--- src/rtl/mem_router.sv ---
// Address-decoding router from one host port to NUM_SLAVES slave channels, with a sticky error log.
// Define MEM_ROUTER_TIMEOUT_EN to enable the per-request wait timeout. Without it, a hit waits for slv_ready_i indefinitely.
module mem_router #(
    parameter int                        NUM_SLAVES     = 4,
    parameter logic [NUM_SLAVES*32-1:0]  SLAVE_BASE     = {32'h4000_0000, 32'h2000_0000, 32'h1000_0000, 32'h0000_0000},
    parameter logic [NUM_SLAVES*32-1:0]  SLAVE_MASK     = {32'hFFFF_F000, 32'hFF00_0000, 32'hFF00_0000, 32'hFFFF_0000},
    parameter int                        TIMEOUT_CYCLES = 16
) (
    input  logic                         clk,
    input  logic                         resetn,
    input  logic                         host_req_i,
    input  logic                         host_we_i,
    input  logic [3:0]                   host_be_i,
    input  logic [31:0]                  host_addr_i,
    input  logic [31:0]                  host_wdata_i,
    output logic                         host_gnt_o,
    output logic                         host_rvalid_o,
    output logic                         host_err_o,
    output logic [31:0]                  host_rdata_o,
    output logic [NUM_SLAVES-1:0]        slv_valid_o,
    input  logic [NUM_SLAVES-1:0]        slv_ready_i,
    output logic [31:0]                  slv_addr_o,
    output logic [31:0]                  slv_wdata_o,
    output logic [3:0]                   slv_wstrb_o,
    input  logic [NUM_SLAVES*32-1:0]     slv_rdata_i,
    output logic                         err_valid_o,
    output logic [31:0]                  err_addr_o,
    input  logic                         err_clear_i
);

    logic [NUM_SLAVES-1:0] hit;
    logic [NUM_SLAVES-1:0] selHot;
    logic                  miss;
    logic                  selReady;
    logic [31:0]           selRdata;
    logic                  timeout;
    logic                  grant;

    logic                  rvalid_q, rvalid_d;
    logic                  err_q, err_d;
    logic [31:0]           rdata_q, rdata_d;
    logic                  errValid_q, errValid_d;
    logic [31:0]           errAddr_q, errAddr_d;

    // Priority decode: the lowest-indexed matching window wins, so selHot is one-hot or zero.
    always_comb begin
        hit      = '0;
        selHot   = '0;
        miss     = 1'b1;
        selRdata = '0;
        for (int i = 0; i < NUM_SLAVES; i++) begin
            hit[i] = ((host_addr_i & SLAVE_MASK[i*32 +: 32]) == SLAVE_BASE[i*32 +: 32]);
            if (hit[i] && miss) begin
                selHot[i] = 1'b1;
                miss      = 1'b0;
            end
        end
        for (int i = 0; i < NUM_SLAVES; i++) begin
            if (selHot[i]) begin
                selRdata = selRdata | slv_rdata_i[i*32 +: 32];
            end
        end
    end

    assign selReady = |(slv_ready_i & selHot);

`ifdef MEM_ROUTER_TIMEOUT_EN
    localparam logic [7:0] TIMEOUT_LAST = 8'(TIMEOUT_CYCLES - 1);

    logic [7:0] waitCnt_q, waitCnt_d;

    assign timeout = host_req_i && !miss && !selReady && (waitCnt_q == TIMEOUT_LAST);

    always_comb begin
        waitCnt_d = waitCnt_q;
        if (!host_req_i || grant) begin
            waitCnt_d = '0;
        end else if (!miss && !selReady) begin
            waitCnt_d = waitCnt_q + 8'd1;
        end
    end

    always_ff @(posedge clk) begin
        if (!resetn) begin
            waitCnt_q <= '0;
        end else begin
            waitCnt_q <= waitCnt_d;
        end
    end
`else
    assign timeout = 1'b0;
`endif

    assign grant       = host_req_i && (miss || selReady || timeout);
    assign host_gnt_o  = grant;
    assign slv_valid_o = (host_req_i && !timeout) ? selHot : '0;
    assign slv_addr_o  = host_addr_i;
    assign slv_wdata_o = host_wdata_i;
    assign slv_wstrb_o = host_we_i ? host_be_i : 4'b0000;

    // A new error captured in the same cycle as a clear takes priority over the clear.
    always_comb begin
        rvalid_d   = grant;
        err_d      = grant && (miss || timeout);
        rdata_d    = '0;
        errValid_d = errValid_q;
        errAddr_d  = errAddr_q;
        if (grant && !host_we_i && !miss && !timeout) begin
            rdata_d = selRdata;
        end
        if (err_d && (!errValid_q || err_clear_i)) begin
            errValid_d = 1'b1;
            errAddr_d  = host_addr_i;
        end else if (err_clear_i) begin
            errValid_d = 1'b0;
        end
    end

    always_ff @(posedge clk) begin
        if (!resetn) begin
            rvalid_q   <= 1'b0;
            err_q      <= 1'b0;
            rdata_q    <= '0;
            errValid_q <= 1'b0;
            errAddr_q  <= '0;
        end else begin
            rvalid_q   <= rvalid_d;
            err_q      <= err_d;
            rdata_q    <= rdata_d;
            errValid_q <= errValid_d;
            errAddr_q  <= errAddr_d;
        end
    end

    assign host_rvalid_o = rvalid_q;
    assign host_err_o    = err_q;
    assign host_rdata_o  = rdata_q;
    assign err_valid_o   = errValid_q;
    assign err_addr_o    = errAddr_q;

endmodule
--- config.mk ---
export PLATFORM = sky130hd
export DESIGN_NAME = mem_router
export DESIGN_NICKNAME = d
export VERILOG_FILES = /design/src/rtl/mem_router.sv
export SDC_FILE = /design/constraint.sdc
export NUM_CORES = 1
export LEC_CHECK = 0
export BUFFER_PORTS_ARGS = -buffer_cell sky130_fd_sc_hd__buf_4
export CAP_MARGIN = 20
export CORE_AREA = 4 4 131 133
export CTS_CLUSTER_SIZE = 28
export DETAILED_ROUTE_END_ITERATION = 7
export DIE_AREA = 0 0 135 137
export GPL_ROUTABILITY_DRIVEN = 1
export SYNTH_ARGS = -nofsm -noshare
export SYNTH_HDL_FRONTEND = slang
export SYNTH_SLANG_ARGS = --single-unit
--- constraint.sdc ---
create_clock -name clk -period 4.7 [get_ports clk]
set_input_delay 0.94 -clock clk [delete_from_list [all_inputs] [get_ports clk]]
set_output_delay 0.94 -clock clk [all_outputs]
set_load 0.01 [all_outputs]
Word level (Yosys, flattened, before mapping)
Index checks and enable logic that the tools add are counted. W data, S select, Z words.

Equality and inequality tests: 3. Mux-type cells: 16. Bitwise operators: 4. Reduce and logical (&&, ||, !) cells: 17.

Operator list (count): $mux W32 (4); $or A32 B32 Y32 (3); $logic_not A32 Y1 (1); $eq A20 B19 Y1 const B (1); $mux W1 (10); $eq A8 B5 Y1 const B (1); $eq A8 B6 Y1 const B (1); $logic_and A1 B1 Y1 (8); $mux W4 (2); $and A4 B4 Y4 (1); $reduce_or A4 Y1 (1); $logic_not A1 Y1 (3); $logic_or A1 B1 Y1 (2); $reduce_and A2 Y1 (1); $reduce_bool A2 Y1 (1).

Bits in registers: 67. Input bits: 205. Output and inout bits: 140. Logic and storage cells: 45.

Logic depth before layout (Yosys ltp)
Gate-level depths: netlist (run 1).

Depth after elaboration: 15. Depth in mapped cells: 7. Gate-level depth less buffers: 5.

Worst setup path after synthesis (run 1)
OpenSTA, ideal clock, no wires.

Path type: input -> output. Start point: input host_addr_i[24]. End point: output slv_valid_o[0]. Data arrival time: 2267 ps. Data required time: 3760 ps. Slack: 1493 ps. Cell stages on the path: 5. Buffers on the path: 1. Cell sequence: nor4_4 > nand4_1 > nor3_2 > buf_2 > and2_1.

Longest elaborated chain between the ends: 3.

RTL lines: start, declared (line 14) `input logic [31:0] host_addr_i,`; $logic_not A32 Y1 (line 52) `hit[i] = ((host_addr_i & SLAVE_MASK[i*32 +: 32]) == SLAVE_BASE[i*32 +: 32]);`; $mux W1 (line 53) `if (hit[i] && miss) begin`; $mux W4 (line 96) `assign slv_valid_o = (host_req_i && !timeout) ? selHot : '0;`; end, declared (line 20) `output logic [NUM_SLAVES-1:0] slv_valid_o,`.

Every way passes these cells.

Worst setup path after layout (run 1)
Start point: input host_addr_i[20]. End point: output host_gnt_o.

Longest elaborated chain between the ends: 12. Elaborated cells on any way between the ends: 17. Those cells by class: 1 x eq/ne; 8 x mux; 1 x bitwise; 7 x reduce/logical.

RTL lines: $logic_not A32 Y1 (line 52); $mux W1 (line 53); $logic_and A1 B1 Y1 (line 53); $mux W1 (line 53); $logic_and A1 B1 Y1 (line 53); $mux W1 (line 53); $logic_and A1 B1 Y1 (line 53); $mux W1 (line 53); $and A4 B4 Y4 (line 65) `assign selReady = |(slv_ready_i & selHot);`; $reduce_or A4 Y1 (line 65); $logic_or A1 B1 Y1 (*) (line 94) `assign grant = host_req_i && (miss || selReady || timeout);`; $logic_and A1 B1 Y1 (*) (line 94); end, declared (line 16) `output logic host_gnt_o,`.

Mark *: on every way between the ends. The rest lies on a longest branch, timed or not.

==> results of run 1 <==
tightest hold or removal path, stage by stage, from the launching register on:
cell     delay, ps
dfxtp_1        310
nand2_1         50
mux2i_1         50
layout make-up:
type / count / area (um2) / area share [%]
Clock buffer: 11 / 252.7 / 4.308
Timing Repair Buffer: 288 / 2162 / 36.85
Inverter: 1 / 3.754 / 0.06398
Sequential cell: 67 / 1341 / 22.86
Tap cell: 216 / 270.3 / 4.607
Clock inverter: 4 / 50.05 / 0.8531
Multi-Input combinational cell: 232 / 1787 / 30.45
logic make-up (layout without fill, tap and decap cells):
logic type	after synthesis	in the layout	synth area share [%]
AOI/OAI and AO/OA	70	70	17.15
buffers and inverters	98	304	17.95
DFF	67	67	35.70
muxes	32	32	8.525
and+or+nand+nor	130	130	20.68
worst min path at each step:
stage | cells after the start | endpoint | slack [ps]
5_1_grt | 2 | err_addr_o[24] | 470
6_report | 2 | err_addr_o[5] | 450
3_5_place_dp | 2 | err_addr_o[4] | 450
2_1_floorplan | 2 | err_addr_o[0] | 480
4_1_cts | 2 | err_addr_o[5] | 460
3_3_place_gp | 2 | err_addr_o[7] | 440
Yosys cell counts, types with 4 or more instances:
cell and count:
nor2_1 5, dfxtp_1 67, buf_2 8, a22o_1 33, nand2_1 69, nor3_1 4, nor3_2 31, buf_4 67
mux2i_1 32, a222oi_1 32, and2_1 6, buf_6 6, clkbuf_1 16
metrics by stage:
stage               hold slack [ps]  power [mW]  area, um2  utilization (%)
floorplan                     479.0      0.7442       3757                -
global placement              443.5      0.8860       5564            35.15
detailed placement            448.1      0.8915       5564            35.15
CTS                           457.4       1.588       5867            37.07
global route                  473.7       1.632       5867            37.07
finish                        453.5       1.557       5867            37.07
flip-flops by register name (all words and copies together), names as in the netlist:
name and cells:
host_err_o 1, err_addr_o 32, err_valid_o 1, host_rdata_o 32, host_rvalid_o 1
cell usage in the layout, fill, tap and decap left out:
cell	instances
nor2_1	5
nor4_4	1
nand3_1	1
nand3b_1	1
clkbuf_16	9
and3_1	2
clkbuf_8	2
and2_1	6
a22o_1	33
or4b_1	1
nor2b_1	1
nor3_2	29
dfxtp_1	67
o221a_2	1
o21ai_0	2
nor2b_4	1
o21ai_4	1
nor3b_1	1
nor3_4	2
or2_2	1
nor4b_4	2
clkinvlp_4	2
nand2_1	69
a21oi_1	1
nand4_1	1
mux2i_1	32
clkinv_2	1
inv_1	1
buf_4	288
a222oi_1	32
bufinv_16	1
nor4_1	2
nor3_1	4
power by group:
part,switching [mW],internal [mW]
Combinational,0.112,0.165
Clock,0.246,0.435
Sequential,0.0102,0.589
Total,0.368,1.19
layer usage:
layer	GRT usage, %	vias up
li1	-	1802
met1	16.24	1784
met2	25.74	232
met3	4.853	19
met4	5.879	0
met5	0	-
==> results.txt, run 1 <==
* Worst Path Class, Setup: in -> out
- For this design, the slowest cell found on the critical path is a21oi_1.
* Data required, critical path: 3760 ps
- The filler cells instantiated in the layout total 1,671.
- 345 I/O pins were placed.
* Setup Skew: 7.937 ps
- Before CTS, the worst setup slack after placement is 1062 ps.
* Final net count: 804
- Worst min-delay path category: reg -> reg
* Setup violators final: 0
- DR WL met3: 1.362 mm
- Transition time of the tightest slew-check pin: 825.8 ps
- Synthesis produced a netlist whose cell count is 397.
* Main area contributors after synthesis: dfxtp_1 (36%), buf_4 (13%), a222oi_1 (8.5%), mux2i_1 (8.5%), nor3_2 (8.3%)
- Maximum number of pins on one net before global-route repair: 67
- Count of final hold-check violations: 0
- The clock net in this run drives a total of 67 sinks.
- Measured along the x axis, the die boundary spans 135 um.
- Highest clock frequency the design can meet: 277.2 MHz
- The most numerous cell type found on the critical path is buf_4.
* Total of max-cap violations: 0
* Number of buffers created by CTS: 9
* Diode insertion count for antenna repair: 0
- Of the available clock period, the critical path in the final layout requires 76.75%.
* Start point of the critical path: host_addr_i[20]
* Clk buf depth: 2
- For this run, design rule violations remaining after detail routing come to 0.
- Die Footprint: 18,500 um2
- The number of global-route vias before repair was 3,765.
* Initial Util: 23.74%
* Critical path capture point type: output port
* Detailed-route wire length on metal 1: 5.470 mm
* Cell count after placement: 804
- Total negative slack: 0 ps
- Maximum net fanout on the critical path: 4
- Clock tree from TritonCTS: yes
- The final route contains 3,837 vias.
* Reg-to-reg endpoint: err_addr_o[22]
- The post-route netlist has 56.55% of its cells at a drive strength greater than 1.
* Destination of the critical timing path: host_gnt_o
* Finished Layout Cells: 819
- In this run the most critical hold path is launched from err_addr_o[5].
- After synthesis, the share of flip-flops with an asynchronous set or reset is 0%.
- The worst pin sits at a relative slew slack of 44.77%.
- The flow ran to the end, and the final reports show no timing, DRC or antenna violations.
- IR analysis of the VDD net gives a maximum drop of 146.6 uV.
* Mean routed wirelength per cell: 18.14 um
- The initialized floorplan defines 46 standard-cell rows.
* Critical path buffers and inverters: 2
* Highest routed metal layer: met4
* Setup slack after layout: 1093 ps
- Summed over all layers, the routed wires come to 14.86 mm.
- Final Slew Violations: 0
* Count of cells resized by post-cts repair: 0
- The die is 137 um tall.
* Mean cell area of the mapped netlist: 9.464 um2
- STA classifies the critical path startpoint as an input pin.
* Number of antenna violations at the first check in global routing: 0
- Register area share after synthesis: 35.70%
- Cell-by-cell trace of the critical path: buf_4 -> nor4_1 -> nand2_1 -> a21oi_1 -> o221a_2 -> nor2b_1 -> buf_4
* CTS Root Buffer Type: clkbuf_16
- For this design the static power due to leakage is 2.640 nW.
- Final estimated routing congestion in global placement: 0.7947
- Cell area after synthesis: 3757 um2
- Mean number of vias per cell: 4.685
- Yosys printed 0 warnings.
- Cell accounting for the most synthesized area: dfxtp_1
* Initial DRT Pass Iterations: 7
- Worst R2R Start: err_valid_o
- Global routing used 14.60% of the available tracks across all layers.
- Top cell family by delay on the critical path: compound AO/OA/AOI/OAI gates
- Setup repair after global routing left no endpoint under its margin.
- In this run the number of H-tree levels came out at 3.
- Global route total overflow: 0
* Worst-Skew Late Latency: 330 ps
* Yosys reg bits: 67
* # hold bufs at CTS: 0
- Crit path DAT: 2670 ps
- Register clock-pin slew on the reported worst setup and hold paths: 50 ps
* Starting DRC count in detailed routing: 257
- Power Dens Cells: 265.3 nW/um2
- Number of buffers inserted by port buffering: 280
- The first global-routing pass estimated 20.95 mm of wire.
* Antenna-violating nets left: 0
- Syn_nets: 602
* Detailed Place HPWL: 11.71 mm
- Core Area: 15,830 um2
- Critical Path Max Stage Delay: 480 ps
- Most instantiated flip-flop cell in the synthesis netlist: dfxtp_1
- Synthesis-to-finish area growth: 56.14%
* Met2 wirelength from detailed routing: 7.748 mm
- Distinct cell type count of the synthesized netlist: 29
- The synthesized design contains 0 enable-type register cells.
- Across all register-to-register paths, the minimum setup slack is 2720 ps.
- Proportion of netlist area held by the largest area contributor: 35.70%
- The worst path in the final design needs a cycle of 3607 ps, including I/O delays and setup.
- Worst path depth: 7
- Reg2Reg Depth: 5
* Number of post-CTS setup repair buffers: 0
No activity file was read; power rests on OpenSTA's default activity.
==> run 2: changes to the inputs <==
==> constraint.sdc (replaced) <==
create_clock -name clk -period 3.7 [get_ports clk]
set_input_delay 0.74 -clock clk [delete_from_list [all_inputs] [get_ports clk]]
set_output_delay 0.74 -clock clk [all_outputs]
set_load 0.01 [all_outputs]
==> run 2 against run 1 <==
First-iteration DRC count grew 23%. Sequential share of layout area grew 0.093 points. Combinational power grew 27%. Clock-buffer cell count shrank 1. Critical path depth is the same. Flip-flop and latch count is the same. Largest power group unchanged.
==> results.txt, run 2 (synthesis gave the netlist of run 1 again) <==
- The switching portion of total power came to 25.72% (was 23.62%).
- The die boundary width came to 135 um (unchanged).
* Number of buffers inserted by port buffering: 280 (unchanged)
- Reg-to-reg endpoint: err_addr_o[26] (was err_addr_o[22])
- Fraction of final layout cells sized beyond drive strength 1: 56.53% (was 56.55%)
* Start point of the worst min-delay path: err_addr_o[15] (was err_addr_o[5])
* Final wirelength: 14.85 mm (was 14.86 mm)
- The total net switching power came to 0.4882 mW (was 0.3677 mW).
- Maximum net fanout on the critical path: 4 (unchanged)
- Initial Util: 23.74% (unchanged)
- Setup violators final: 0 (unchanged)
- The smallest clock period supported by the final layout is computed as 3178 ps.
* Number of antenna violations at the first check in global routing: 0 (unchanged)
* Worst Path Class, Setup: in -> out (unchanged)
- Worst-Skew Late Latency: 330 ps (about the same)
- Critical path capture point type: output port (unchanged)
* Count of cells resized by post-cts repair: 0 (unchanged)
* Power share of the combinational group: 18.6% (was 17.8%)
* Maximum number of pins on one net before global-route repair: 67 (unchanged)
- Cell area after layout: 5843 um2 (was 5867 um2)
* Total negative slack: 0 ps (unchanged)
- CTS Sinks: 67 (unchanged)
- Total of max-cap violations: 0 (unchanged)
* Std-Cell Rows: 46 (unchanged)
- Die boundary height: 137 um (unchanged)
- The endpoint required time on the critical path was 2960 ps (was 3760 ps).
- The worst setup slack after layout was 521.5 ps (was 1093 ps).
- Diode insertion count for antenna repair: 0 (unchanged)
* Wire length of the first global-routing pass: 21.40 mm (was 20.95 mm)
- The top-level port count came to 345 (unchanged).
- The clock tree root buffer cell is clkbuf_16 (unchanged).
* Mean routed wirelength per cell: 18.09 um (was 18.14 um)
- Internal: 1.410 mW (was 1.189 mW)
- The most common cell after layout, fill and taps aside is buf_4 (unchanged).
- The vias per cell was 4.694 (was 4.685).
- For this run, the top clock speed supported by timing is 314.6 MHz.
- The overall routing resource usage is 14.83% (was 14.60%).
- H-tree depth: 3 (unchanged)
- The slack of the worst reg-to-reg path is 2240 ps (was 2720 ps).
- Vias after detailed routing: 3,854 (was 3,837)
- The data arrival time of the worst path came to 2440 ps (was 2670 ps).
- Cell count after placement: 805 (was 804)
- Core Area: 15,830 um2 (unchanged)
* Leakage power: 2.630 nW (was 2.640 nW)
- Antenna-violating nets left: 0 (unchanged)
- Worst min-delay path category: reg -> reg (unchanged)
* Startpoint Class: input pin (unchanged)
- The final count of hold timing violations came to 0 (unchanged).
- The worst-margin pin slew is 619.3 ps (was 825.8 ps).
- Worst R2R Start: err_valid_o (unchanged)
- Reg2Reg Depth: 5 (unchanged)
- Finished Layout Cells: 821 (was 819)
- Starting DRC count in detailed routing: 316 (was 257)
- The max-slew violation count is 0 (unchanged).
* Register clock-pin slew on the reported worst setup and hold paths: 50 ps (about the same)
* Via count of the first global-routing pass: 3,992 (was 3,765)
- Ratio of final minimum period to clock period: 85.91%
* Worst-case setup slack after placement: 490.1 ps (was 1062 ps)
- The maximum VDD drop is 185.7 uV (was 146.6 uV).
- Initial DRT Pass Iterations: 7 (unchanged)
- Final net count: 805 (was 804)
- The power share of the clock group came to 41.3% (was 43.7%).
- Setup Skew: 8.538 ps (was 7.937 ps)
- DRC violations left: 0 (unchanged)
- Max-Slew Margin vs Limit: 58.72% (was 44.77%)
- Final estimated routing congestion in global placement: 0.7670 (was 0.7947)
- Power Dens Cells: 324.9 nW/um2 (was 265.3 nW/um2)
* Global route total overflow: 0 (unchanged)
- Detailed Place HPWL: 11.58 mm (was 11.71 mm)
- # hold bufs at CTS: 0 (unchanged)
* Outcome: finished clean (unchanged)
* Number of post-CTS setup repair buffers: 0 (unchanged)
- Die Footprint: 18,500 um2 (unchanged)
- Leading cell types in the layout, fill and taps excluded: buf_4 (289), nand2_1 (69), dfxtp_1 (67), a22o_1 (33) (was buf_4 (288), nand2_1 (69), dfxtp_1 (67), a22o_1 (33)).
- Synthesis-to-finish area growth: 55.51% (was 56.14%)
- Relative contribution of sequential cells to total power: 40.1% (was 38.5%)
- Clk buf depth: 2 (unchanged)
* Placed instance area: 5572 um2 (was 5564 um2)
* Worst hold path endpoint: err_addr_o[15] (was err_addr_o[5])
- The count of cells along the worst hold path was 2 (unchanged).
- Clock tree from TritonCTS: yes (unchanged)
* Unrepaired setup endpoints after global routing: no (unchanged)
- Number of buffers created by CTS: 9 (unchanged)
==> run 2: cell types whose count changed in the layout (fill, tap and decap cells not counted) <==
cell / before / now
clkinv_4: 0 / 2
buf_4: 288 / 289
bufinv_16: 1 / 0
clkbuf_1: 0 / 1
clkbuf_8: 2 / 0
clkinv_2: 1 / 2
==> run 2: routing by layer <==
| metal | part of all wire, % | track usage, % |
|---|---|---|
| met1 | 36 | 15.65 |
| met2 | 53 | 27.10 |
| met3 | 10 | 5.772 |
| met4 | 1.3 | 4.815 |
| met5 | 0 | 0 |
==> run 2: final cells by class <==
type / count / area [um2]
clock buffer: 10 / 229.0
clock inverter: 6 / 42.54
fill: 1631 / 9985
inverter: 1 / 3.754
multi-input combinational: 232 / 1787
sequential: 67 / 1341
tap: 216 / 270.3
timing repair buffer: 289 / 2170
==> run 2: how the worst max path moves through the flow <==
| stage | from | to | slack (ps) |
|---|---|---|---|
| CTS | host_addr_i[16] | host_gnt_o | 480 |
| global placement | host_addr_i[20] | host_gnt_o | 600 |
| global route | host_addr_i[20] | host_gnt_o | 320 |
| detailed placement | host_addr_i[16] | host_gnt_o | 490 |
| finish | host_addr_i[16] | host_gnt_o | 520 |
| floorplan | host_addr_i[24] | slv_valid_o[0] | 890 |
==> run 2: worst max-delay path, stage by stage <==
cell	delay [ps]
buf_4	120
nor4_1	430
nand4_1	370
nor3b_1	310
o221a_2	260
nor2b_1	70
buf_4	150
==> run 2: power by group through the flow <==
| stage | clock [mW] | sequential [mW] | combinational, mW |
|---|---|---|---|
| 2_1_floorplan | 0 | 0.787 | 0.158 |
| 3_3_place_gp | 0 | 0.775 | 0.350 |
| 3_5_place_dp | 0 | 0.777 | 0.357 |
| 4_1_cts | 0.811 | 0.761 | 0.358 |
| 5_1_grt | 0.846 | 0.764 | 0.379 |
| 6_report | 0.785 | 0.761 | 0.353 |
==> run 2: stage by stage <==
stage	total power [mW]	util [%]	hold slack (ps)
6_report	1.899	36.92	453.9
3_5_place_dp	1.134	35.20	448.9
3_3_place_gp	1.125	35.20	442.7
4_1_cts	1.930	36.92	456.2
2_1_floorplan	0.9453	-	479.0
5_1_grt	1.989	36.92	478.2
